<file path="src/rtl/mesh_pkg.sv">
`default_nettype none
// ============================================================================
// Module      : mesh_pkg
// Description : Shared packet layout, packet struct and destination check for
//               the mesh_gnrtr router mesh, its terminal FIFOs and benches.
// Revision    : 1.0 - initial release
// ============================================================================
package mesh_pkg;

    localparam int PCKG_SZ = 40;

    // Field bit index is pckg_sz minus the offset, so these hold for any width
    localparam int NXT_HI     = 1;
    localparam int NXT_LO     = 8;
    localparam int ROW_HI     = 9;
    localparam int ROW_LO     = 12;
    localparam int COL_HI     = 13;
    localparam int COL_LO     = 16;
    localparam int MODE_BIT   = 17;
    localparam int PAYLOAD_HI = 18;

    typedef struct packed {
        logic [7:0]              nxtjmp;
        logic [3:0]              row;
        logic [3:0]              colum;
        logic                    mode;
        logic [PCKG_SZ-18:0]     payload;
    } pkt_t;

    // Rows/columns 0 and N+1 are the edge terminals, so N+1 is still legal
    function automatic logic dest_ok(input logic [3:0] row, input logic [3:0] col,
                                     input int rows, input int colums);
        return (int'(row) <= rows + 1) && (int'(col) <= colums + 1);
    endfunction

endpackage
`default_nettype wire

</file>
<file path="src/rtl/mesh_sync_fifo.sv">
`default_nettype none
// ============================================================================
// Module      : mesh_sync_fifo
// Description : Show-ahead synchronous FIFO, any depth >= 2, registered
//               count and full flag; storage is not cleared by reset.
// Revision    : 1.0 - initial release
// ============================================================================
module mesh_sync_fifo #(
    parameter int WIDTH = 40,
    parameter int DEPTH = 4,
    parameter int CW    = $clog2(DEPTH + 1)
) (
    input  logic             clk,
    input  logic             rst,
    input  logic             wr_en_i,
    input  logic [WIDTH-1:0] wr_data_i,
    input  logic             rd_en_i,
    output logic [WIDTH-1:0] rd_data_o,
    output logic [CW-1:0]    count_o,
    output logic             full_o,
    output logic             empty_o
);
    localparam int PW = (DEPTH > 1) ? $clog2(DEPTH) : 1;
    localparam logic [PW-1:0] c_last = PW'(DEPTH - 1);
    localparam logic [CW-1:0] c_depth = CW'(DEPTH);

    logic [WIDTH-1:0] mem_q [DEPTH];
    logic [PW-1:0]    wr_ptr_q, wr_ptr_d;
    logic [PW-1:0]    rd_ptr_q, rd_ptr_d;
    logic [CW-1:0]    count_q, count_d;
    logic             full_q;
    logic             w_rd;
    logic             w_wr;

    assign w_rd = rd_en_i && (count_q != '0);
    assign w_wr = wr_en_i && (!full_q || w_rd);

    always_comb begin
        wr_ptr_d = wr_ptr_q;
        rd_ptr_d = rd_ptr_q;
        count_d  = count_q;
        // Explicit compare keeps non-power-of-two depths wrapping correctly
        if (w_wr) wr_ptr_d = (wr_ptr_q == c_last) ? '0 : wr_ptr_q + 1'b1;
        if (w_rd) rd_ptr_d = (rd_ptr_q == c_last) ? '0 : rd_ptr_q + 1'b1;
        if (w_wr && !w_rd)      count_d = count_q + 1'b1;
        else if (w_rd && !w_wr) count_d = count_q - 1'b1;
    end

    always_ff @(posedge clk) begin
        if (rst) begin
            wr_ptr_q <= '0;
            rd_ptr_q <= '0;
            count_q  <= '0;
            full_q   <= 1'b0;
        end else begin
            wr_ptr_q <= wr_ptr_d;
            rd_ptr_q <= rd_ptr_d;
            count_q  <= count_d;
            full_q   <= (count_d == c_depth);
        end
    end

    always_ff @(posedge clk) begin
        if (w_wr && !rst) mem_q[wr_ptr_q] <= wr_data_i;
    end

    assign rd_data_o = mem_q[rd_ptr_q];
    assign count_o   = count_q;
    assign full_o    = full_q;
    assign empty_o   = (count_q == '0);

endmodule
`default_nettype wire

</file>
<file path="src/rtl/mesh_term_src_fifo.sv">
`default_nettype none
// ============================================================================
// Module      : mesh_term_src_fifo
// Description : Terminal ingress buffer: screens destinations, clears Nxtjmp,
//               queues packets and counts overflow and bad-address drops.
// Revision    : 1.0 - initial release
// ============================================================================
module mesh_term_src_fifo
    import mesh_pkg::*;
#(
    parameter int ROWS       = 4,
    parameter int COLUMS     = 4,
    parameter int pckg_sz    = 40,
    parameter int fifo_depth = 4
) (
    input  logic                            clk,
    input  logic                            reset,
    input  logic                            push,
    input  logic [pckg_sz-1:0]              data_in,
    output logic                            full,
    output logic                            pndng_i_in,
    output logic [pckg_sz-1:0]              data_out_i_in,
    input  logic                            popin,
    output logic [$clog2(fifo_depth+1)-1:0] count,
    output logic                            ovf,
    output logic [7:0]                      drop_cnt,
    output logic [7:0]                      bad_cnt
);
    localparam int CW = $clog2(fifo_depth + 1);

    logic [pckg_sz-1:0] w_stamped;
    logic [pckg_sz-1:0] w_head;
    logic [CW-1:0]      w_count;
    logic               w_full;
    logic               w_empty;
    logic               w_good;
    logic               w_pop;
    logic               w_wr;
    logic               w_drop;
    logic               w_bad;
    logic               ovf_q, ovf_d;
    logic [7:0]         drop_cnt_q, drop_cnt_d;
    logic [7:0]         bad_cnt_q, bad_cnt_d;

    assign w_good = dest_ok(data_in[pckg_sz-ROW_HI : pckg_sz-ROW_LO],
                            data_in[pckg_sz-COL_HI : pckg_sz-COL_LO], ROWS, COLUMS);
    assign w_pop  = popin && !w_empty;
    assign w_wr   = push && w_good && (!w_full || w_pop);
    assign w_drop = push && w_good && w_full && !w_pop;
    assign w_bad  = push && !w_good;

    always_comb begin
        w_stamped = data_in;
        w_stamped[pckg_sz-NXT_HI : pckg_sz-NXT_LO] = '0;
    end

    always_comb begin
        ovf_d      = ovf_q | w_drop;
        drop_cnt_d = drop_cnt_q;
        bad_cnt_d  = bad_cnt_q;
        if (w_drop && drop_cnt_q != 8'hFF) drop_cnt_d = drop_cnt_q + 8'd1;
        if (w_bad && bad_cnt_q != 8'hFF)   bad_cnt_d  = bad_cnt_q + 8'd1;
    end

    always_ff @(posedge clk) begin
        if (reset) begin
            ovf_q      <= 1'b0;
            drop_cnt_q <= '0;
            bad_cnt_q  <= '0;
        end else begin
            ovf_q      <= ovf_d;
            drop_cnt_q <= drop_cnt_d;
            bad_cnt_q  <= bad_cnt_d;
        end
    end

    mesh_sync_fifo #(
        .WIDTH (pckg_sz),
        .DEPTH (fifo_depth),
        .CW    (CW)
    ) u_fifo (
        .clk       (clk),
        .rst       (reset),
        .wr_en_i   (w_wr),
        .wr_data_i (w_stamped),
        .rd_en_i   (w_pop),
        .rd_data_o (w_head),
        .count_o   (w_count),
        .full_o    (w_full),
        .empty_o   (w_empty)
    );

    // Unwritten storage may hold stale data, so hide the head when empty
    assign pndng_i_in    = !w_empty;
    assign data_out_i_in = w_empty ? '0 : w_head;
    assign full          = w_full;
    assign count         = w_count;
    assign ovf           = ovf_q;
    assign drop_cnt      = drop_cnt_q;
    assign bad_cnt       = bad_cnt_q;

endmodule
`default_nettype wire

</file>
<file path="config.mk">
export PLATFORM = sky130hd
export DESIGN_NAME = mesh_term_src_fifo
export DESIGN_NICKNAME = d
export VERILOG_FILES = /design/src/rtl/mesh_pkg.sv /design/src/rtl/mesh_sync_fifo.sv /design/src/rtl/mesh_term_src_fifo.sv
export SDC_FILE = /design/constraint.sdc
export NUM_CORES = 1
export LEC_CHECK = 0
export CAP_MARGIN = 20
export CORE_ASPECT_RATIO = 0.6
export CORE_MARGIN = 2
export CORE_UTILIZATION = 45
export CTS_CLUSTER_SIZE = 24
export DETAILED_ROUTE_END_ITERATION = 16
export DONT_BUFFER_PORTS = 1
export PLACE_DENSITY_LB_ADDON = 0.05
export SLEW_MARGIN = 0
export SYNTH_ARGS = -nofsm -noshare
export SYNTH_HDL_FRONTEND = slang
export SYNTH_SLANG_ARGS = --single-unit
</file>
<file path="constraint.sdc">
create_clock -name clk -period 8.4 [get_ports clk]
set_clock_uncertainty 0.05 [all_clocks]
set_input_delay 2.52 -clock clk [delete_from_list [all_inputs] [get_ports clk]]
set_output_delay 2.52 -clock clk [all_outputs]
set_load 0.02 [all_outputs]
</file>
# Word level (Yosys, flattened, before mapping)
# Memories as Yosys holds them, arrays and structs flattened. A register that Yosys moved wholly into a read port is not among the register bits.
# Index checks and enable logic that the tools add are counted.
# classes
n_addsub	6
n_mul	0
div_mod_pow	0
n_lt_le_gt_ge	2
n_eq_ne	5
shifts	0
mux	9
n_bitwise	1
n_reduce_logical	25
# op_table
op	count
$mux 40	1
$add 8x1->8 const B	2
$ne 8x8->1 const B	2
$logic_and 1x1->1	14
$le 4x3->1 const B	2
$mux 2	4
$logic_not 1->1	7
$mux 3	2
$add 2x1->2 const B	2
$eq 2x2->1 const B	2
$add 3x1->3 const B	1
$eq 3x3->1 const B	1
$logic_not 3->1	1
$reduce_bool 3->1	1
$sub 3x1->3 const B	1
$logic_or 1x1->1	2
$mux 1	2
$or 1x1->1	1
# totals
regBits	25
latch_bits	0
mem_bits_rw	128
mem_bits_ro	0
wordCells	56
memories	1
# memory_table
name	depth	word_bits	rd	rd_ports_with_merged_regs	wr	line_no	source
u_fifo.mem_q	4	32	1	1	1	mesh_sync_fifo.sv:27	logic [WIDTH-1:0] mem_q [DEPTH];

# Longest topological paths before layout
# logic_depth
word_depth	11
depth_mapped	8
mapped_depth_nobuf	7

# Hierarchy
# A second synthesis with hierarchy kept.
# hier_totals
cells_unflattened	415
hier_area_um2	7447.1
# modules_own_cells
module	n_inst	cells_per_inst	area_per_inst_um2	seq_area_each_um2
mesh_sync_fifo	1	268	6296.0	5004.8
mesh_term_src_fifo	1	147	1151.1	340.3

# Least setup slack after synthesis
# OpenSTA, ideal clock, no wires.
# synth_timing
path_kind	input to register
start	in data_in[30]
end	mem u_fifo.mem_q[0][0] (netlist name), enable pin
setup_ps	392
t_arrival_ps	4270
required_time_ps	7958
setup_slack_ps	3688
stages	5
path_buffers	0
cell_sequence	a211o_1 > nor3b_4 > nand2b_2 > nor2_1 > and2_1
# synth_between
elab_chain_cells	8
# synth_lines
element	line_no	source
start, declared	mesh_term_src_fifo.sv:19	input logic [pckg_sz-1:0] data_in,
$le 4x3->1	mesh_pkg.sv:33	return (int'(row) <= rows + 1) && (int'(col) <= colums + 1);
$logic_and 1x1->1	mesh_pkg.sv:33	
$logic_and 1x1->1 (2 in a row)	mesh_term_src_fifo.sv:48	assign w_wr = push && w_good && (!w_full || w_pop);
$logic_and 1x1->1	mesh_sync_fifo.sv:36	assign w_wr = wr_en_i && (!full_q || w_rd);
$logic_and 1x1->1	mesh_sync_fifo.sv:64	if (w_wr && !rst) mem_q[wr_ptr_q] <= wr_data_i;
$mux 1	mesh_sync_fifo.sv:64	
$mux 1 (not written as such)	mesh_sync_fifo.sv:64	
end, declared	mesh_sync_fifo.sv:27	
# Every way passes these cells.

# Final worst setup path
# layout_timing
start	reg u_fifo.count_q[1], in the netlist u_fifo.count_o[1]
end	out data_out_i_in[28]
# layout_between
elab_chain_cells	2
# layout_lines
element	line_no	source
start, declared	mesh_sync_fifo.sv:30	logic [CW-1:0] count_q, count_d;
start signal, assigned	mesh_sync_fifo.sv:58	count_q <= count_d;
$logic_not 3->1	mesh_sync_fifo.sv:70	assign empty_o = (count_q == '0);
$mux 40	mesh_term_src_fifo.sv:95	assign data_out_i_in = w_empty ? '0 : w_head;
end, declared	mesh_term_src_fifo.sv:22	output logic [pckg_sz-1:0] data_out_i_in,
# Every way passes these cells.

==> results.cfg <==
[die]
initial_core_util_pct = 45.91
pin_count = 106
rows = 33
fp.dieH_um = 95.33
core-area_um2 = 13630
die_area_um2 = 14890
die_w_um = 156.2

[setup_path]
worstSetupStartpointType = register
cp.required_ns = 5.83
cp-end-kind = primary output
worstPathMaxFanout = 38
arrival_ns = 2.34
critical_path_class = reg -> out

[global_route]
first_global_vias = 3089
track_usage_pct = 16.57
antenna_found_initial = 0
grt.overflow.total = 0
grt_max_degree = 39
grt_pass1_wl_um = 17870

[cells_and_area]
drive_above_1_share_pct = 20.94
fin_nets = 423
postLayoutCoreUtil_pct = 51.09
syn2layout_area_growth_pct = 11.28
diodes = 0

[power]
power_density_nw_per_um2 = 293.2
pwr-share-seq_pct = 43.1
power_switching_uw = 653.4
p_total_mw = 2.042
power_frac_comb_pct = 21.1
p_leak_nw = 2.233
p_sw_share_pct = 32.00
intPower_mw = 1.388
clkPwrFrac_pct = 35.8
peakVddDrop_mv = 0.1403

[logic_synthesis]
yosysMostFrequentCell = edfxtp_1
ys_seq_area_share_pct = 70.08
synth_cell_types = 38
synth-edff-count = 128
yosys-top-cells-count = edfxtp_1, and2_1, mux4_2
synth_cells = 365
syn_area_um2 = 6256
yosysWarnings = 0
async_reset_ff_share_pct = 0
synth_top_area_cell = edfxtp_1
ys_ff_latch = 155
ys_dominant_reg_cell = edfxtp_1
synth_top_cell_area_share_pct = 61.44
synthTopCellsByArea = edfxtp_1, mux4_2, dfxtp_1
syn_avg_cell_area_um2 = 17.14

[sta]
final-setup-viol-count = 0
drv_slew = 0
final_period_minus_worst_setup_slack_ns = 4.908
fmax_mhz = 203.7
fin_crit_sh_pct = 58.43
worstMarginPinSlew_ns = 0.9432
fin_ws_ns = 3.492
rsz0062_at_grt = no
final.setup.tns_ns = 0
hold_violations = 0
slew_headroom_pct = 37.12

[drt]
viasPerCell = 5.334
wl_per_cell_um = 20.47
drt-initial-drc-count = 219
drcViolationCount = 0
vias = 2971
wl_um = 11400
postRouteAntennaNets = 0
drtPass1Iterations = 4

[min_path]
hp-class = reg -> reg

[clock_tree]
cts_setup_buffers = 0
clk_path_buf_depth = 2
cts_tree = built
htreeDepth = 4
clk_pin_slew_worst_paths_ns = 0.07
cts_root_buffer = clkbuf_16
cts_buffers = 17
cts_resized = 0
clock_latency_ns = 0.41
clock_sinks = 155
holdBufCountCts = 0

[run]
maxCapViolCount = 0

[placement]
io_buffers = 0
place_ws_ns = 3.167
globalplace.congestion = 0.7068
hpwl_um = 6632

[run_status]
status = finished, final reports clean
cell type report:
cell class | count | area [um^2]
fill | 1138 | 6664
sequential | 155 | 4387
multi-input combinational | 187 | 1750
clock buffer | 17 | 425.4
tap | 175 | 219.0
clock inverter | 15 | 146.4
inverter | 7 | 26.28
timing repair buffer | 1 | 7.507
final timing paths:
check                                  start                       endpoint  slack, ns  depth (start not counted)
max             u_fifo.count_o[1]$_SDFF_PP0_              data_out_i_in[28]       3.49                          4
min          u_fifo.rd_ptr_q[1]$_SDFFE_PP0P_                       register       0.41                          2
max reg2reg     u_fifo.count_o[1]$_SDFF_PP0_  u_fifo.mem_q[0][22]$_DFFE_PP_       4.88                          7
min reg2reg  u_fifo.rd_ptr_q[1]$_SDFFE_PP0P_                       register       0.41                          2
state kept, by name, summed over array words and instances (netlist names), named ones only:
| register | count |
|---|---|
| bad_cnt | 8 |
| drop_cnt | 8 |
| ovf | 1 |
| u_fifo.count_o | 3 |
| u_fifo.full_o | 1 |
| u_fifo.mem_q | 128 |
| u_fifo.rd_ptr_q | 2 |
| u_fifo.wr_ptr_q | 2 |
power groups by stage:
stage	clock network [mW]	logic, mW	registers (mW)
2_1_floorplan	0	0.378	0.885
3_3_place_gp	0	0.439	0.898
3_5_place_dp	0	0.441	0.898
4_1_cts	0.749	0.443	0.881
5_1_grt	0.787	0.472	0.883
6_report	0.731	0.431	0.880
worst max-delay path: stages (launching register included):
cell,delay [ns]
dfxtp_1,0.53
inv_1,0.11
ha_1,0.24
nand2b_2,0.62
and2_1,0.40
layout by cell type, fill, tap and decap left out, drive strengths merged, types with 8 or more instances in the layout:
cell	count
clkbuf	17
dfxtp	27
edfxtp	128
conb	8
nand2	10
mux4	32
ha	10
nor2	20
a21oi	10
inv	18
and2	38
cell families (layout without fill, tap and decap cells):
| group | count (synthesis) | count (layout) | synth area share (%) |
|---|---|---|---|
| compound gates | 24 | 24 | 2.740 |
| buf+inv | 30 | 40 | 2.480 |
| other cells | 1 | 8 | 0.05994 |
| mux | 36 | 36 | 12.16 |
| xor+xnor | 12 | 12 | 1.680 |
| flops | 155 | 155 | 70.08 |
| fa+ha+maj | 10 | 10 | 2.000 |
| simple gates | 97 | 97 | 8.800 |
per-stage QoR:
step / cells / hold WS (ns) / instance area (um^2)
final: 557 / 0.4113 / 6962
after global routing: 557 / 0.4501 / 6962
after CTS: 557 / 0.4119 / 6962
after detailed placement: 525 / 0.4030 / 6390
after global placement: 525 / 0.3980 / 6390
after floorplan: 372 / 0.4041 / 6282
layer usage:
layer | GRT usage [%] | routed length, um | vias up
met5 | 0 | 0 | -
met4 | 6.422 | 114 | 0
met3 | 6.318 | 877 | 11
met2 | 23.93 | 4953 | 84
met1 | 22.91 | 5454 | 1482
li1 | - | - | 1394
(Power assumes the default switching activity.)
